===== src/rtl/lc3_mem_ctrl_if.sv =====
// CPU-side memory bus of the LC-3 controller: CS/WE strobe, MAR address, MDR data, READY pulse.
interface lc3_mem_ctrl_if;
    logic        CS;
    logic        WE;
    logic [15:0] ADDR;
    logic [15:0] DataIn;
    logic [15:0] DataOut;
    logic        READY;

    modport master (output CS, WE, ADDR, DataIn, input DataOut, READY);
    modport slave  (input CS, WE, ADDR, DataIn, output DataOut, READY);
endinterface


===== src/rtl/lc3_mem_ctrl.sv =====
// LC-3 memory/IO controller: sequences RAM accesses with wait states and owns the
// keyboard/display registers of the I/O page.
module lc3_mem_ctrl #(
    parameter int unsigned WAIT_STATES = 2,
    parameter logic [15:0] IO_BASE     = 16'hFE00
) (
    input  logic          CLK,
    input  logic          RST,
    lc3_mem_ctrl_if.slave cpu,
    output logic          ram_en,
    output logic          ram_we,
    output logic [15:0]   ram_addr,
    output logic [15:0]   ram_din,
    input  logic [15:0]   ram_dout,
    input  logic          kb_valid,
    input  logic [7:0]    kb_data,
    output logic          dsp_valid,
    output logic [7:0]    dsp_data,
    input  logic          dsp_ready
);
    localparam logic [15:0] AddrKbsr = IO_BASE;
    localparam logic [15:0] AddrKbdr = IO_BASE + 16'd2;
    localparam logic [15:0] AddrDsr  = IO_BASE + 16'd4;
    localparam logic [15:0] AddrDdr  = IO_BASE + 16'd6;

    typedef enum logic [1:0] {StIdle, StRamWait, StResp} state_e;

    state_e      state_q;
    logic [3:0]  cnt_q;
    logic [15:0] addr_q, wdata_q, data_out_q;
    logic        we_q, io_q, cap_q, ready_q;
    logic        ram_en_q, ram_we_q;
    logic [15:0] ram_addr_q, ram_din_q;
    logic [7:0]  kbdr_q, dsp_data_q;
    logic        kb_full_q, dsp_valid_q;
    logic [15:0] io_rdata;
    logic        kbdr_rd, ddr_wr;

    always_comb begin
        io_rdata = 16'h0000;
        case (addr_q)
            AddrKbsr: io_rdata = {kb_full_q, 15'b0};
            AddrKbdr: io_rdata = {8'h00, kbdr_q};
            AddrDsr:  io_rdata = {~dsp_valid_q, 15'b0};
            default:  io_rdata = 16'h0000;
        endcase
    end

    assign kbdr_rd = (state_q == StResp) && io_q && !we_q && (addr_q == AddrKbdr);
    assign ddr_wr  = (state_q == StResp) && io_q && we_q && (addr_q == AddrDdr);

    always_ff @(posedge CLK) begin
        if (RST) begin
            state_q     <= StIdle;
            cnt_q       <= 4'd0;
            addr_q      <= 16'h0000;
            wdata_q     <= 16'h0000;
            data_out_q  <= 16'h0000;
            we_q        <= 1'b0;
            io_q        <= 1'b0;
            cap_q       <= 1'b0;
            ready_q     <= 1'b0;
            ram_en_q    <= 1'b0;
            ram_we_q    <= 1'b0;
            ram_addr_q  <= 16'h0000;
            ram_din_q   <= 16'h0000;
            kbdr_q      <= 8'h00;
            kb_full_q   <= 1'b0;
            dsp_data_q  <= 8'h00;
            dsp_valid_q <= 1'b0;
        end else begin
            ram_en_q <= 1'b0;
            ram_we_q <= 1'b0;
            ready_q  <= 1'b0;
            cap_q    <= ram_en_q;
            if (cap_q) data_out_q <= we_q ? 16'h0000 : ram_dout;

            // A character arriving during a KBDR read is kept: load wins over clear.
            if (kb_valid && (!kb_full_q || kbdr_rd)) begin
                kbdr_q    <= kb_data;
                kb_full_q <= 1'b1;
            end else if (kbdr_rd) begin
                kb_full_q <= 1'b0;
            end

            if (ddr_wr) begin
                dsp_data_q  <= wdata_q[7:0];
                dsp_valid_q <= 1'b1;
            end else if (dsp_valid_q && dsp_ready) begin
                dsp_valid_q <= 1'b0;
            end

            case (state_q)
                StIdle: begin
                    if (cpu.CS) begin
                        addr_q  <= cpu.ADDR;
                        we_q    <= cpu.WE;
                        wdata_q <= cpu.DataIn;
                        if (cpu.ADDR < IO_BASE) begin
                            io_q       <= 1'b0;
                            ram_en_q   <= 1'b1;
                            ram_we_q   <= cpu.WE;
                            ram_addr_q <= cpu.ADDR;
                            ram_din_q  <= cpu.DataIn;
                            cnt_q      <= 4'(WAIT_STATES);
                            state_q    <= StRamWait;
                        end else begin
                            io_q    <= 1'b1;
                            state_q <= StResp;
                        end
                    end
                end
                StRamWait: begin
                    cnt_q <= cnt_q - 4'd1;
                    if (cnt_q < 4'd2) state_q <= StResp;
                end
                StResp: begin
                    ready_q <= 1'b1;
                    if (io_q) data_out_q <= we_q ? 16'h0000 : io_rdata;
                    state_q <= StIdle;
                end
                default: state_q <= StIdle;
            endcase
        end
    end

    assign cpu.DataOut = data_out_q;
    assign cpu.READY   = ready_q;
    assign ram_en      = ram_en_q;
    assign ram_we      = ram_we_q;
    assign ram_addr    = ram_addr_q;
    assign ram_din     = ram_din_q;
    assign dsp_valid   = dsp_valid_q;
    assign dsp_data    = dsp_data_q;
endmodule


===== src/flat_wrapper.sv =====
// flat-port wrapper written by rule: the top's interface ports become plain ports
module lc3_mem_ctrl_flat 
#(
    parameter int unsigned WAIT_STATES = 2,
    parameter logic [15:0] IO_BASE     = 16'hFE00
)
  (CLK, RST, ram_en, ram_we, ram_addr, ram_din, ram_dout, kb_valid, kb_data, dsp_valid, dsp_data, dsp_ready, cpu_CS, cpu_WE, cpu_ADDR, cpu_DataIn, cpu_DataOut, cpu_READY);
  lc3_mem_ctrl_if cpu_i ();
  input  logic CLK;
  input  logic RST;
  output logic ram_en;
  output logic ram_we;
  output logic [15:0] ram_addr;
  output logic [15:0] ram_din;
  input  logic [15:0] ram_dout;
  input  logic kb_valid;
  input  logic [7:0] kb_data;
  output logic dsp_valid;
  output logic [7:0] dsp_data;
  input  logic dsp_ready;
  input wire logic [$bits(cpu_i.CS)-1:0] cpu_CS;
  input wire logic [$bits(cpu_i.WE)-1:0] cpu_WE;
  input wire logic [$bits(cpu_i.ADDR)-1:0] cpu_ADDR;
  input wire logic [$bits(cpu_i.DataIn)-1:0] cpu_DataIn;
  output wire logic [$bits(cpu_i.DataOut)-1:0] cpu_DataOut;
  output wire logic [$bits(cpu_i.READY)-1:0] cpu_READY;
  assign cpu_i.CS = cpu_CS;
  assign cpu_i.WE = cpu_WE;
  assign cpu_i.ADDR = cpu_ADDR;
  assign cpu_i.DataIn = cpu_DataIn;
  assign cpu_DataOut = cpu_i.DataOut;
  assign cpu_READY = cpu_i.READY;
  lc3_mem_ctrl #(.WAIT_STATES(WAIT_STATES), .IO_BASE(IO_BASE)) u_core (.CLK(CLK), .RST(RST), .cpu(cpu_i), .ram_en(ram_en), .ram_we(ram_we), .ram_addr(ram_addr), .ram_din(ram_din), .ram_dout(ram_dout), .kb_valid(kb_valid), .kb_data(kb_data), .dsp_valid(dsp_valid), .dsp_data(dsp_data), .dsp_ready(dsp_ready));
endmodule

===== config.mk =====
export PLATFORM = sky130hd
export DESIGN_NAME = lc3_mem_ctrl_flat
export DESIGN_NICKNAME = d
export VERILOG_FILES = /design/src/rtl/lc3_mem_ctrl_if.sv /design/src/rtl/lc3_mem_ctrl.sv /design/src/flat_wrapper.sv
export SDC_FILE = /design/constraint.sdc
export NUM_CORES = 1
export LEC_CHECK = 0
export BUFFER_PORTS_ARGS = -buffer_cell sky130_fd_sc_hd__buf_4
export CORE_MARGIN = 2
export CORE_UTILIZATION = 45
export DETAILED_ROUTE_END_ITERATION = 16
export GPL_ROUTABILITY_DRIVEN = 1
export PLACE_DENSITY = 0.84
export SETUP_SLACK_MARGIN = 0.1
export SLEW_MARGIN = 20
export SYNTH_ARGS = -nofsm -noshare
export SYNTH_HDL_FRONTEND = slang
export SYNTH_SLANG_ARGS = --single-unit

===== constraint.sdc =====
create_clock -name CLK -period 5.8 [get_ports CLK]
set_input_delay 1.16 -clock CLK [delete_from_list [all_inputs] [get_ports CLK]]
set_output_delay 1.16 -clock CLK [all_outputs]
set_load 0.02 [all_outputs]

==> key figures, run 1 <==
Critical path
  • CP peak stage delay: 0.63 ns
  • Worst setup EP type: register
  • Slowest-stage cell, CP: clkinv_1
  • Critical path type: in -> reg
  • Worst Path Arrival: 3.17 ns
  • CP max FO: 80
  • CP bufs+invs: 2
  • CP Data Required Time: 6.03 ns
  • CP Launch Type: input port
  • Crit path cell chain: buf_4 -> clkinv_1 -> nand2_1 -> o22ai_1
  • Delay-heaviest family, CP: buffers and inverters

Yosys
  • Synth area leaders: dfxtp_1, nand2_1, a21oi_1
  • Post-synth EDFFs: 0
  • Post-synthesis sequential area ratio: 52.8%
  • Synth unique cells: 39
  • Yosys reg bits: 102
  • Top-count cell post-synth: nand2_1
  • Most frequent cells after synthesis: nand2_1, dfxtp_1, a21oi_1
  • Mapped Area: 3860 um^2
  • Top-area cell type share of the netlist area: 52.8%
  • Post-Synthesis Cells: 462
  • Ys flop type: dfxtp_1
  • Yosys warns: 0
  • Syn_area_per_cell: 8.37 um^2
  • Ys async rst share: 0%
  • Synth Net Count: 525
  • Leading area contributor after synthesis: dfxtp_1

STA
  • Minimum clock period: 2.94 ns
  • Finish-stage setup viols: 0
  • Final Hold Viols: 0
  • Fmax: 341 MHz
  • Final Max Slew Viols: 0
  • Tcrit/Tclk final: 50.6%
  • RSZ-0062 raised after global routing: false
  • Worst Tran Pin Value: 1.04 ns
  • Worst slew margin: 30.8%
  • Total Neg Setup Slack: 0 ns
  • Worst Clk Skew: 0.00799 ns

Clocking
  • Clk_lat worst skew: 0.36 ns
  • Clk root buf: clkbuf_8
  • Htree depth: 3
  • Post-CTS setup buffers: 0
  • Clock-pin slew on the worst setup and hold paths: 0.09 ns
  • Cts bufs inserted: 9
  • CTS tree: done
  • Hold Buf Count CTS: 0
  • Bufs on Longest Clock Path: 2
  • CTS sink cnt: 102
  • Post-CTS Resized: 0

Floorplanning
  • Num ports: 122
  • Core region area: 8260 um^2
  • Die height: 96.7 um
  • Row cnt: 33
  • Die area: 9350 um^2
  • Initial core utilization: 46.8%
  • Die X: 96.7 um

Detailed routing
  • Vias per cell: 5.15
  • Pre-Repair DR Iteration Count: 4
  • Metal3 WL: 622 um
  • Highest metal used: met4
  • Drt total wl: 9.21 mm
  • Iteration-0 DRC Markers: 168
  • Detailed-routed wire length on met2: 4.33 mm
  • Met1 WL: 4.13 mm
  • Vias: 3474
  • Drt wl/cell: 13.6 um
  • Drt drc: 0
  • Final ANT Viol Nets: 0

Placement
  • Final Wtd Congestion: 0.814
  • Buffers on Ports: 121
  • DP HPWL: 6.67 mm

GRT
  • Vias in the first global route: 3203
  • Initial antenna violation count: 0
  • Total grt overflow: 0
  • GRT Total Usage: 19.0%
  • Largest net degree at the start of global routing: 81
  • First-pass GRT wire length: 14.8 mm

Power
  • Cell Pwr Density: 284 nW/um^2
  • Worst vdd ir: 0.000191 V
  • P_leak: 2.13 nW
  • Total power: 1.42 mW

Layout
  • Post-layout util: 60.5%
  • Layout cells sized above 1: 25.8%
  • ANT cells: 0
  • Layout Nets: 628
  • Fillcell total: 737
  • P&R area growth vs syn: 29.2%

Outcome
  • Outcome: finished, final reports clean

Hold path
  • Hold Path Class: reg -> reg

Flow run
  • Max Cap Violations: 0
[placed cells by master (no fill, tap or decap), drive strengths merged, types with 5 or more instances in the layout]
cell type / count
o21ai: 10
nand2: 137
nor2b: 18
nand3: 10
o2bb2ai: 8
a21oi: 86
dfxtp: 102
buf: 122
mux2i: 10
nor2: 12
inv: 5
clkbuf: 13
[logic make-up after synthesis]
| kind of cell | share of synthesized area [%] |
|---|---|
| flip-flops | 52.8 |
| AND/OR/NAND/NOR | 23.4 |
| multiplexers | 2.59 |
| AO/OA/AOI/OAI | 16.6 |
| XOR/XNOR | 0.453 |
| buffers and inverters | 3.79 |
| adder cells (fa/ha/maj) | 0.324 |
[power breakdown]
group          leakage [nW]  total, mW  internal (mW)  switching (mW)
Sequential            0.834      0.771          0.743          0.0286
Clock                 0.100      0.427          0.195           0.232
Combinational          1.19      0.220         0.0949           0.125
[stage by stage]
stage	area (um^2)	cells	hold WS (ns)	setup slack (ns)
after CTS	4990	675	0.460	2.61
after global routing	4990	675	0.479	2.59
after detailed placement	4790	659	0.444	2.23
after floorplan	3860	462	0.432	3.36
after global placement	4790	659	0.437	2.36
final	4990	675	0.459	2.86
[tightest hold or removal path: stages (launching register included)]
cell and delay [ns]:
dfxtp_1 0.32, nand2_1 0.05, mux2i_1 0.05
[cell type report]
type / count / area [um^2] / area share, %
timing repair buffer: 122 / 916 / 18.3
multi-input combinational: 325 / 1690 / 33.9
inverter: 5 / 18.8 / 0.376
clock buffer: 13 / 169 / 3.38
sequential: 102 / 2040 / 40.9
tap: 105 / 131 / 2.63
clock inverter: 3 / 26.3 / 0.526
[path summary, 6_finish.rpt]
kind                                 start                           endpoint  slack [ns]  depth (start not counted)
min reg2reg  u_core.kbdr_q[4]$_SDFFE_PP0P_      u_core.kbdr_q[4]$_SDFFE_PP0P_        0.46                          2
max reg2reg  u_core.addr_q[6]$_SDFFE_PP0P_      u_core.kbdr_q[0]$_SDFFE_PP0P_        3.38                          4
min          u_core.kbdr_q[4]$_SDFFE_PP0P_      u_core.kbdr_q[4]$_SDFFE_PP0P_        0.46                          2
max                                    RST  u_core.cpu.DataOut[15]$_SDFF_PP0_        2.86                          4
[flip-flops by register name (all words and copies together), names as in the netlist, 2 cells and up]
name	flops
u_core.addr_q	16
u_core.cnt_q	4
u_core.cpu.DataOut	16
u_core.dsp_data	8
u_core.kbdr_q	8
u_core.ram_addr	16
u_core.ram_din	16
u_core.state_q	2
u_core.wdata_q	8
[routing by layer]
layer / global-route usage, % / vias to the layer above
li1: - / 1760
met1: 24.3 / 1583
met2: 31.3 / 121
met3: 6.21 / 10
met4: 4.77 / 0
met5: 0 / -
Note: power is estimated with default switching activity, not from simulation.
==> run 2: changes to the inputs <==
clock period = 3 ns   (was 5.8 ns; I/O delays follow)
==> run 2 against run 1 <==
Compared with the run above:
- wire length is 3.4% higher
- sequential share of layout area down 0.21 points
- power grew 94%
- first-iteration DRC count decreased by 11%
- hold slack worse by 0.0022 ns
- global-route usage rose by 1.7 points
- register-to-register slack lost 2.8 ns
- non-clock buffer count rose by 6
- critical path depth is the same
- count of clock-buffer cells in the layout fell by 2
==> key figures, run 2 (synthesized netlist as in run 1, its figures left out) <==
Layout
  • Final instance area: 5020 um^2
  • Multi-input logic area: 1690 um^2
  • Commonest non-fill, non-tap cell in the layout: nand2_1
  • ANT cells: 0
  • FF+latch area: 2040 um^2
  • Layout cells sized above 1: 25.9%
  • Commonest non-fill, non-tap cells in the layout: nand2_1, buf_4, dfxtp_1, a21oi_1, nor2b_1
  • Layout Nets: 634
  • P&R area growth vs syn: 29.9%
  • Fillcell total: 757
  • Post-layout util: 60.8%

Clocking
  • Clock-pin slew on the worst setup and hold paths: 0.09 ns
  • Post-CTS setup buffers: 0
  • Htree depth: 3
  • Bufs on Longest Clock Path: 2
  • CTS tree: done
  • CTS sink cnt: 102
  • Cts bufs inserted: 9
  • Hold Buf Count CTS: 0
  • Post-CTS Resized: 0
  • Clk_lat worst skew: 0.36 ns
  • Clk root buf: clkbuf_8

Outcome
  • Outcome: finished, final reports clean

Detailed routing
  • Drt drc: 0
  • Drt wl/cell: 14.0 um
  • Iteration-0 DRC Markers: 149
  • Pre-Repair DR Iteration Count: 5
  • Vias: 3461
  • Drt total wl: 9.53 mm
  • Final ANT Viol Nets: 0
  • Vias per cell: 5.09

Floorplanning
  • Row cnt: 33
  • Num ports: 122
  • Initial core utilization: 46.8%
  • Die X: 96.7 um
  • Die area: 9350 um^2
  • Die height: 96.7 um
  • Core region area: 8260 um^2

STA
  • Finish-stage setup viols: 0
  • Fmax: 412 MHz
  • Worst slew margin: 44.9%
  • Total Neg Setup Slack: 0 ns
  • Final Hold Viols: 0
  • RSZ-0062 raised after global routing: false
  • PnR worst setup slack: 0.573 ns
  • Final Max Slew Viols: 0
  • Tcrit/Tclk final: 80.9%
  • Worst Clk Skew: 0.0104 ns
  • Minimum clock period: 2.43 ns
  • Worst Tran Pin Value: 0.824 ns

Critical path
  • CP max FO: 11
  • Crit path cell chain: nor4_1 -> nand3_1 -> o41ai_4 -> mux2i_1
  • Worst setup EP type: register
  • CP Launch Type: register
  • Delay-heaviest family, CP: simple AND/OR/NAND/NOR gates
  • CP bufs+invs: 0
  • Slowest-stage cell, CP: o41ai_4
  • Critical path type: reg -> reg
  • Worst Path Arrival: 2.72 ns
  • CP Data Required Time: 3.29 ns
  • CP peak stage delay: 0.81 ns

GRT
  • GRT Total Usage: 20.8%
  • Total grt overflow: 0
  • Met1 Resource Use GR: 27.5%
  • First-pass GRT wire length: 16.1 mm
  • Initial antenna violation count: 0
  • Busiest metal layer after global routing: met2
  • Vias in the first global route: 3455
  • Met2 Track Usage GR: 33.7%
  • Largest net degree at the start of global routing: 60
  • GR met3 Demand/Resource: 4.84%

Power
  • P_leak: 2.15 nW
  • Worst vdd ir: 0.000270 V
  • Cell Pwr Density: 549 nW/um^2
  • Total power: 2.76 mW

Placement
  • Cell Area, Placed: 4840 um^2
  • DP HPWL: 6.93 mm
  • Buffers on Ports: 121
  • Final Wtd Congestion: 0.818
  • Placement Setup Slack: 0.605 ns

Flow run
  • Max Cap Violations: 0

Hold path
  • Hold Path Class: reg -> reg
run 2: area by class of cell:
type	instances	share of cell area [%]
flip-flops and latches	102	40.7
multi-input cells	325	33.6
repair buffers	128	19.1
clock buffers	11	2.62
well taps	105	2.62
clock inverters	4	0.972
inverters	5	0.374
run 2: tightest hold or removal path: stages (launching register included):
cell and delay [ns]:
dfxtp_1 0.32, nand2_1 0.05, a21oi_1 0.05
run 2: per-layer routing:
layer  vias up  share of wire, %  routed length [um]
met1      1579                45                4260
li1       1766                 -                   -
met3        10               7.2                 685
met5         -                 0                   0
met4         0               1.1                 104
met2       106                47                4470
run 2: metrics by stage:
| stage | cells | hold slack (ns) |
|---|---|---|
| final | 680 | 0.456 |
| after global routing | 680 | 0.465 |
| after CTS | 680 | 0.458 |
| after detailed placement | 665 | 0.445 |
| after global placement | 665 | 0.442 |
| after floorplan | 462 | 0.432 |
run 2: worst paths after layout:
path / slack [ns] / cells after the start / start / end
max reg2reg: 0.57 / 4 / u_core.addr_q[0]$_SDFFE_PP0P_ / u_core.kbdr_q[4]$_SDFFE_PP0P_
max: 0.57 / 4 / u_core.addr_q[0]$_SDFFE_PP0P_ / u_core.kbdr_q[4]$_SDFFE_PP0P_
min reg2reg: 0.46 / 2 / u_core.ram_din[8]$_SDFFE_PP0P_ / u_core.ram_din[8]$_SDFFE_PP0P_
min: 0.46 / 2 / u_core.ram_din[8]$_SDFFE_PP0P_ / u_core.ram_din[8]$_SDFFE_PP0P_
run 2: report_power, final:
group / leakage (nW) / internal, mW / switching, mW / total [mW]
logic: 1.22 / 0.191 / 0.244 / 0.435
registers: 0.834 / 1.44 / 0.0556 / 1.49
clock network: 0.0931 / 0.381 / 0.448 / 0.829
total: 2.15 / 2.01 / 0.748 / 2.76
